$ cat config.mk
export PLATFORM = sky130hd
export DESIGN_NAME = fetch_unit
export DESIGN_NICKNAME = d
export VERILOG_FILES = /design/src/rtl/fetch_unit.sv
export SDC_FILE = /design/constraint.sdc
export NUM_CORES = 1
export LEC_CHECK = 0
export CAP_MARGIN = 20
export CELL_PAD_IN_SITES_DETAIL_PLACEMENT = 0
export CELL_PAD_IN_SITES_GLOBAL_PLACEMENT = 1
export CORE_MARGIN = 10
export CORE_UTILIZATION = 46
export DETAILED_ROUTE_END_ITERATION = 10
export GPL_TIMING_DRIVEN = 1
export PLACE_DENSITY_LB_ADDON = 0.1
export SLEW_MARGIN = 20
export SYNTH_ARGS = -nofsm -noshare
export SYNTH_HDL_FRONTEND = slang
export SYNTH_SLANG_ARGS = --single-unit
$ cat constraint.sdc
create_clock -name clk -period 5.3 [get_ports clk]
set_clock_uncertainty 0.05 [all_clocks]
set_input_delay 1.06 -clock clk [delete_from_list [all_inputs] [get_ports clk]]
set_output_delay 1.06 -clock clk [all_outputs]
set_load 0.05 [all_outputs]
$ cat src/rtl/fetch_unit.sv
// Instruction fetch stage: PC, credit-limited imem requests, in-order response buffer,
// and redirect flush with discard of stale in-flight responses.
module fetch_unit #(
    parameter int unsigned     XLEN      = 32,
    parameter logic [XLEN-1:0] RESET_PC  = '0,
    parameter int unsigned     BUF_DEPTH = 2
) (
    input  logic            clk,
    input  logic            rst,
    output logic            imem_req_valid,
    input  logic            imem_req_ready,
    output logic [XLEN-1:0] imem_req_addr,
    input  logic            imem_resp_valid,
    input  logic [31:0]     imem_resp_data,
    input  logic            redirect_valid,
    input  logic [XLEN-1:0] redirect_pc,
    output logic            inst_valid,
    input  logic            inst_ready,
    output logic [31:0]     inst,
    output logic [XLEN-1:0] inst_pc,
    output logic            misaligned
);

    localparam int unsigned AW = (BUF_DEPTH > 1) ? $clog2(BUF_DEPTH) : 1;
    localparam int unsigned CW = $clog2(BUF_DEPTH) + 1;

    logic [XLEN-1:0] pc_q;
    logic [31:0]     buf_inst_q [BUF_DEPTH];
    logic [XLEN-1:0] buf_pc_q   [BUF_DEPTH];
    logic [XLEN-1:0] rq_pc_q    [BUF_DEPTH];
    logic [AW-1:0]   wr_ptr_q, rd_ptr_q, rq_wr_q, rq_rd_q;
    logic [CW-1:0]   count_q, out_q, drop_q;
    logic            misaligned_q;
    logic            req_fire, resp_drop, push, pop;

    always_comb begin
        imem_req_addr  = pc_q;
        // Credit: every outstanding request already owns a buffer slot.
        imem_req_valid = rst && !redirect_valid &&
                         ((32'(count_q) + 32'(out_q)) < BUF_DEPTH);
        req_fire       = imem_req_valid && imem_req_ready;
        resp_drop      = imem_resp_valid && (redirect_valid || (drop_q != '0));
        push           = imem_resp_valid && !resp_drop;
        inst_valid     = (count_q != '0);
        pop            = inst_valid && inst_ready && !redirect_valid;
        inst           = buf_inst_q[rd_ptr_q];
        inst_pc        = buf_pc_q[rd_ptr_q];
        misaligned     = misaligned_q;
    end

    always_ff @(posedge clk or negedge rst) begin
        if (!rst) begin
            pc_q         <= RESET_PC;
            wr_ptr_q     <= '0;
            rd_ptr_q     <= '0;
            rq_wr_q      <= '0;
            rq_rd_q      <= '0;
            count_q      <= '0;
            out_q        <= '0;
            drop_q       <= '0;
            misaligned_q <= 1'b0;
            for (int i = 0; i < BUF_DEPTH; i++) begin
                buf_inst_q[i] <= '0;
                buf_pc_q[i]   <= '0;
                rq_pc_q[i]    <= '0;
            end
        end else begin
            misaligned_q <= redirect_valid && (redirect_pc[1:0] != 2'b00);
            out_q        <= out_q + CW'(req_fire) - CW'(imem_resp_valid);
            if (redirect_valid) begin
                pc_q     <= {redirect_pc[XLEN-1:2], 2'b00};
                wr_ptr_q <= '0;
                rd_ptr_q <= '0;
                rq_wr_q  <= '0;
                rq_rd_q  <= '0;
                count_q  <= '0;
                // Everything still in flight is stale, including ones already marked.
                drop_q   <= out_q - CW'(imem_resp_valid);
            end else begin
                if (req_fire) begin
                    pc_q             <= pc_q + XLEN'(4);
                    rq_pc_q[rq_wr_q] <= pc_q;
                    rq_wr_q          <= rq_wr_q + AW'(1);
                end
                if (resp_drop) begin
                    drop_q <= drop_q - CW'(1);
                end
                if (push) begin
                    buf_inst_q[wr_ptr_q] <= imem_resp_data;
                    buf_pc_q[wr_ptr_q]   <= rq_pc_q[rq_rd_q];
                    wr_ptr_q             <= wr_ptr_q + AW'(1);
                    rq_rd_q              <= rq_rd_q + AW'(1);
                end
                if (pop) begin
                    rd_ptr_q <= rd_ptr_q + AW'(1);
                end
                count_q <= count_q + CW'(push) - CW'(pop);
            end
        end
    end

endmodule

==> results.json, run 1 <==
{
  "insertion_delay_ps": 510,
  "grt_overflow_total": 0,
  "start_kind": "register",
  "coreArea_um2": 21700,
  "num_rows": 54,
  "post-route-period-util": 0.757,
  "syn_avg_cell_area_um2": 12.3,
  "crit_type": "register to output port",
  "status": "complete, no violations",
  "antenna_found_initial": 0,
  "crit_required_ps": 4190,
  "dieWidth_um": 168,
  "cts_hold_buf": 0,
  "drt_wl_total_mm": 23.8,
  "syn-cell-area_um2": 10100,
  "post-cts-setup-buffers": 0,
  "leakagePower_uw": 0.00550,
  "syn_inst": 817,
  "vias": 6638,
  "port_buffers": 164,
  "critical_path.max_fanout": 30,
  "synth_edf_count": 0,
  "reg2reg_from": "count_q[0]",
  "synth_top_area_share": 0.559,
  "max_freq_ghz": 0.249,
  "maxCapViolCount": 0,
  "slew-limit-headroom": 0.316,
  "cts_tree": "built",
  "nets": 1047,
  "post-dp-hpwl_mm": 16.2,
  "grtUsageTotal": 0.166,
  "first_iter_violations": 318,
  "synthArstFlopShare": 1.00,
  "firstDrtPassIters": 6,
  "top_level_ports": 169,
  "dieArea_um2": 28200,
  "holdCritPathClass": "input port to asynchronous set/reset pin",
  "r2r_cells": 9,
  "drive_gt1_frac": 0.248,
  "peakVddDrop_uv": 236,
  "placed_area_um2": 11900,
  "rsz0062_at_grt": "no",
  "grt_pass1_vias": 7103,
  "hold_slack_ps": 364,
  "initial_core_util": 0.465,
  "gp_congestion": 0.793,
  "cts_buffers": 25,
  "finalSetupTns_ps": 0,
  "drc": 0,
  "clk_pin_slew_ps": 60,
  "grt_max_degree": 165,
  "drtAntennaViolNets": 0,
  "cts.repair.resized": 0,
  "synthTopCellsByArea": "dfrtp_1 56%, mux2_2 20%, mux2i_1 3.1%",
  "ys_types": 47,
  "min_period_ps": 4010,
  "grt_pass1_wl_mm": 38.9,
  "r2r-end": "rq_pc_q[59]",
  "dp_slack_ps": 1640,
  "reg2reg_slack_ps": 2030,
  "cts_root_buf": "clkbuf_16",
  "antenna_cells": 0,
  "syn2layout_area_growth_pct": 26.0,
  "htree_levels": 1,
  "yosysWarnings": 0,
  "synth_ff_type": "dfrtp_1",
  "fin_ws_ps": 1290,
  "yosysSeqAreaShare": 0.559,
  "wire_per_inst_um": 18.8,
  "cp-end-kind": "output port",
  "numClockSinks": 225,
  "hold_viol": 0,
  "setup_violations": 0,
  "routed_via_density": 5.25,
  "synth_seq_cells": 225,
  "arrival_ps": 2900,
  "cts.path.max_buffers": 3,
  "fp.dieH_um": 168,
  "max_slew.worst_pin.slew_ps": 1030,
  "slew_violations": 0,
  "p_per_area_nw_per_um2": 588,
  "synth_top_area_cell": "dfrtp_1",
  "finalInstanceArea_um2": 12700
}
[final cells by class]
cell class | instances | area [um^2]
multi-input cells | 533 | 4190
fillers | 1793 | 8980
clock buffers | 41 | 746
well taps | 280 | 350
inverters | 10 | 37.5
clock inverters | 2 | 10.0
flip-flops and latches | 225 | 5630
repair buffers | 174 | 1740
[worst max-delay path: stages, from the launching register on]
cell             delay (ps)
dfrtp_2                 850
buf_4                   430
mux2_2                  390
clkdlybuf4s50_1         710
[power breakdown]
| group | total, uW | leakage (uW) | switching, uW | internal, uW |
|---|---|---|---|---|
| combinational | 3110 | 0.00226 | 1800 | 1310 |
| sequential | 2770 | 0.00287 | 408 | 2360 |
| clock | 1590 | 0.000371 | 644 | 950 |
| total | 7470 | 0.00550 | 2850 | 4620 |
[cells in the final DEF (no fill, tap or decap), types with 7 or more instances in the layout]
cell type,count
inv_1,9
nor2_1,44
nand2_1,76
o21ai_0,46
clkbuf_16,25
mux2_2,182
a21oi_1,33
nand3_1,9
clkbuf_1,10
clkdlybuf4s50_1,162
o21ai_1,13
xor2_1,25
buf_4,8
mux2i_1,31
dfrtp_1,223
nand4_1,12
xnor2_1,12
ha_1,7
[state kept, by name, summed over array words and instances (netlist names), 2 cells and up]
| signal | cells |
|---|---|
| buf_inst_q | 64 |
| buf_pc_q | 60 |
| rq_pc_q | 60 |
| imem_req_addr | 30 |
| count_q | 2 |
| drop_q | 2 |
| out_q | 2 |
[how the worst max path moves through the flow]
stage                     from             end  depth (start not counted)
6_report              rd_ptr_q        inst[31]                          3
3_3_place_gp    redirect_valid  imem_req_valid                          3
2_1_floorplan   redirect_valid  imem_req_valid                          3
3_5_place_dp   imem_resp_valid  buf_inst_q[36]                          7
5_1_grt               rd_ptr_q         inst[0]                          3
4_1_cts               rd_ptr_q         inst[0]                          3
[cells in the mapped netlist, types with 3 or more instances]
library cell  instances
a21oi_1              33
and2_1                3
buf_1                 6
buf_2                19
buf_4                 7
clkbuf_1             19
dfrtp_1             225
ha_1                  7
inv_1                 9
mux2_2              182
mux2i_1              31
nand2_1              77
nand3_1               9
nand4_1              12
nor2_1               45
nor4_1                3
o21ai_0              46
o21ai_1              13
xnor2_1              12
xor2_1               25
[routing by layer]
layer,GRT usage,vias to the layer above,share of wire
met5,0,-,0
met4,0.0344,0,0.014
met3,0.0384,24,0.057
met2,0.272,158,0.47
met1,0.221,3309,0.45
li1,-,3147,-
[per-stage QoR]
step | power [uW] | util | std cells
floorplan | 4930 | - | 820
global route | 7900 | 0.586 | 1265
CTS | 7570 | 0.586 | 1265
global placement | 5840 | 0.551 | 1222
detailed placement | 5940 | 0.551 | 1222
finish | 7470 | 0.586 | 1265
[logic make-up after synthesis]
| logic type | count (synthesis) | share of synthesized area |
|---|---|---|
| adder cells (fa/ha/maj) | 8 | 0.0107 |
| multiplexers | 214 | 0.235 |
| buffers and inverters | 62 | 0.0288 |
| AND/OR/NAND/NOR | 172 | 0.0838 |
| AO/OA/AOI/OAI | 98 | 0.0504 |
| flip-flops | 225 | 0.559 |
| XOR/XNOR | 37 | 0.0321 |
| other | 1 | 0.000372 |
No activity file was read; power rests on OpenSTA's default activity.
==> run 2: changes to the inputs <==
CORE_UTILIZATION = 39   (was 46)
clock period = 3.65 ns   (was 5.3 ns; I/O delays follow)
==> run 2 against run 1 <==
  * Non-clock buffer count is 5 higher
  * Wire length is 2.4% higher
  * Sequential cell count stayed put
  * First-iteration DRC count is 19% lower
  * Critical endpoint is now imem_req_valid
==> results.json, run 2 (same netlist as run 1, synthesis figures left out) <==
{
  "status": "complete, no violations",
  "reg_top3": "buf_inst_q x64, buf_pc_q x60, rq_pc_q x60",
  "finalInstanceArea_um2": 13000,
  "finalSetupTns_ps": 0,
  "routed_via_density": 4.94,
  "initial_core_util": 0.398,
  "drc": 0,
  "port_buffers": 164,
  "nets": 1053,
  "post-route-period-util": 0.866,
  "coreArea_um2": 25300,
  "cts_tree": "built",
  "wire_per_inst_um": 18.4,
  "wl_met1_mm": 11.7,
  "rsz0062_at_grt": "no",
  "max_slew.worst_pin.slew_ps": 1040,
  "cts_buffers": 26,
  "crit_required_ps": 2870,
  "post-dp-hpwl_mm": 16.4,
  "largest_register_ffs": 64,
  "antenna_cells": 0,
  "start_kind": "register",
  "holdCritPathClass": "register to register",
  "drtAntennaViolNets": 0,
  "max_freq_ghz": 0.316,
  "wl_met2_mm": 11.0,
  "antenna_found_initial": 0,
  "insertion_delay_ps": 520,
  "peakVddDrop_uv": 433,
  "placed_area_um2": 12100,
  "grt_pass1_wl_mm": 39.6,
  "cts_root_buf": "clkbuf_16",
  "dieArea_um2": 32700,
  "post-cts-setup-buffers": 0,
  "numClockSinks": 225,
  "top_layer": "met4",
  "grt_overflow_total": 0,
  "slew_violations": 0,
  "p_per_area_nw_per_um2": 859,
  "grtUsageTotal": 0.146,
  "dieWidth_um": 181,
  "drt_wl_total_mm": 24.3,
  "critical_path.max_fanout": 3,
  "setup_violations": 0,
  "firstDrtPassIters": 4,
  "crit_type": "register to output port",
  "cp-end-kind": "output port",
  "gp_congestion": 0.729,
  "met3_wirelength_mm": 1.30,
  "power_uw": 11100,
  "maxCapViolCount": 0,
  "layout_common_cells": "223 x dfrtp_1, 182 x mux2_2, 161 x clkdlybuf4s50_1",
  "cts.path.max_buffers": 3,
  "htree_levels": 1,
  "syn2layout_area_growth_pct": 28.6,
  "grt_max_degree": 139,
  "top_level_ports": 169,
  "hold_slack_ps": 421,
  "leakagePower_uw": 0.00560,
  "vias": 6530,
  "fp.dieH_um": 181,
  "drive_gt1_frac": 0.258,
  "final_common_cell": "dfrtp_1",
  "first_iter_violations": 259,
  "clk_pin_slew_ps": 60,
  "num_rows": 58,
  "grt_pass1_vias": 6932,
  "final_util": 0.512,
  "min_period_ps": 3160,
  "arrival_ps": 2380,
  "slew-limit-headroom": 0.307,
  "regMostFlops": "buf_inst_q",
  "hold_viol": 0
}
[run 2: cell count changes in the layout (fill, tap and decap cells not counted), moves of 2 or more]
cell | before | now
clkbuf_16 | 25 | 27
clkinv_2 | 2 | 4
buf_4 | 8 | 10
clkbuf_1 | 10 | 6
bufinv_16 | 0 | 2
buf_12 | 2 | 5
[run 2: final timing paths]
kind / startpoint / endpoint / slack (ps) / depth (start not counted)
min in group asynchronous: rst / drop_q[0] / 570 / 2
worst min-delay path: buf_pc_q[31] / buf_pc_q[31] / 420 / 2
worst max register to register: count_q[0] / rq_pc_q[29] / 690 / 6
worst max-delay path: count_q[0] / imem_req_valid / 490 / 4
worst min register to register: buf_pc_q[31] / buf_pc_q[31] / 420 / 2
max in group asynchronous: rst / buf_pc_q[48] / 1400 / 4
[run 2: area by class of cell]
type	count	area, um^2
sequential	225	5630
fill	2254	12400
multi-input combinational	533	4190
timing repair buffer	179	1820
tap	330	413
clock buffer	40	795
inverter	10	37.5
clock inverter	6	80.1
[run 2: critical path: stages, from the launching register on]
cell and delay (ps):
dfrtp_1 380, and2_1 170, fa_1 470, nor4b_1 630, buf_12 220
[run 2: power breakdown]
part / switching (uW) / leakage [uW] / internal [uW]
Clock: 982 / 0.000434 / 1630
Combinational: 2630 / 0.00230 / 1920
Sequential: 547 / 0.00287 / 3430
[run 2: stage by stage]
| step | setup WS, ps | std cells |
|---|---|---|
| after global placement | 553 | 1276 |
| after global routing | 379 | 1323 |
| final | 488 | 1323 |
| after detailed placement | 510 | 1276 |
| after floorplan | 92.5 | 820 |
| after CTS | 458 | 1323 |
[run 2: what timing repair did]
item                      CTS  global route
resized for setup           0             0
hold endpoints to repair   13             0
hold buffers                1             0
[run 2: routing by layer]
layer / up-vias / track usage
met1: 3199 / 0.203
li1: 3160 / -
met3: 30 / 0.0360
met2: 141 / 0.226
met4: 0 / 0.0295
met5: - / 0
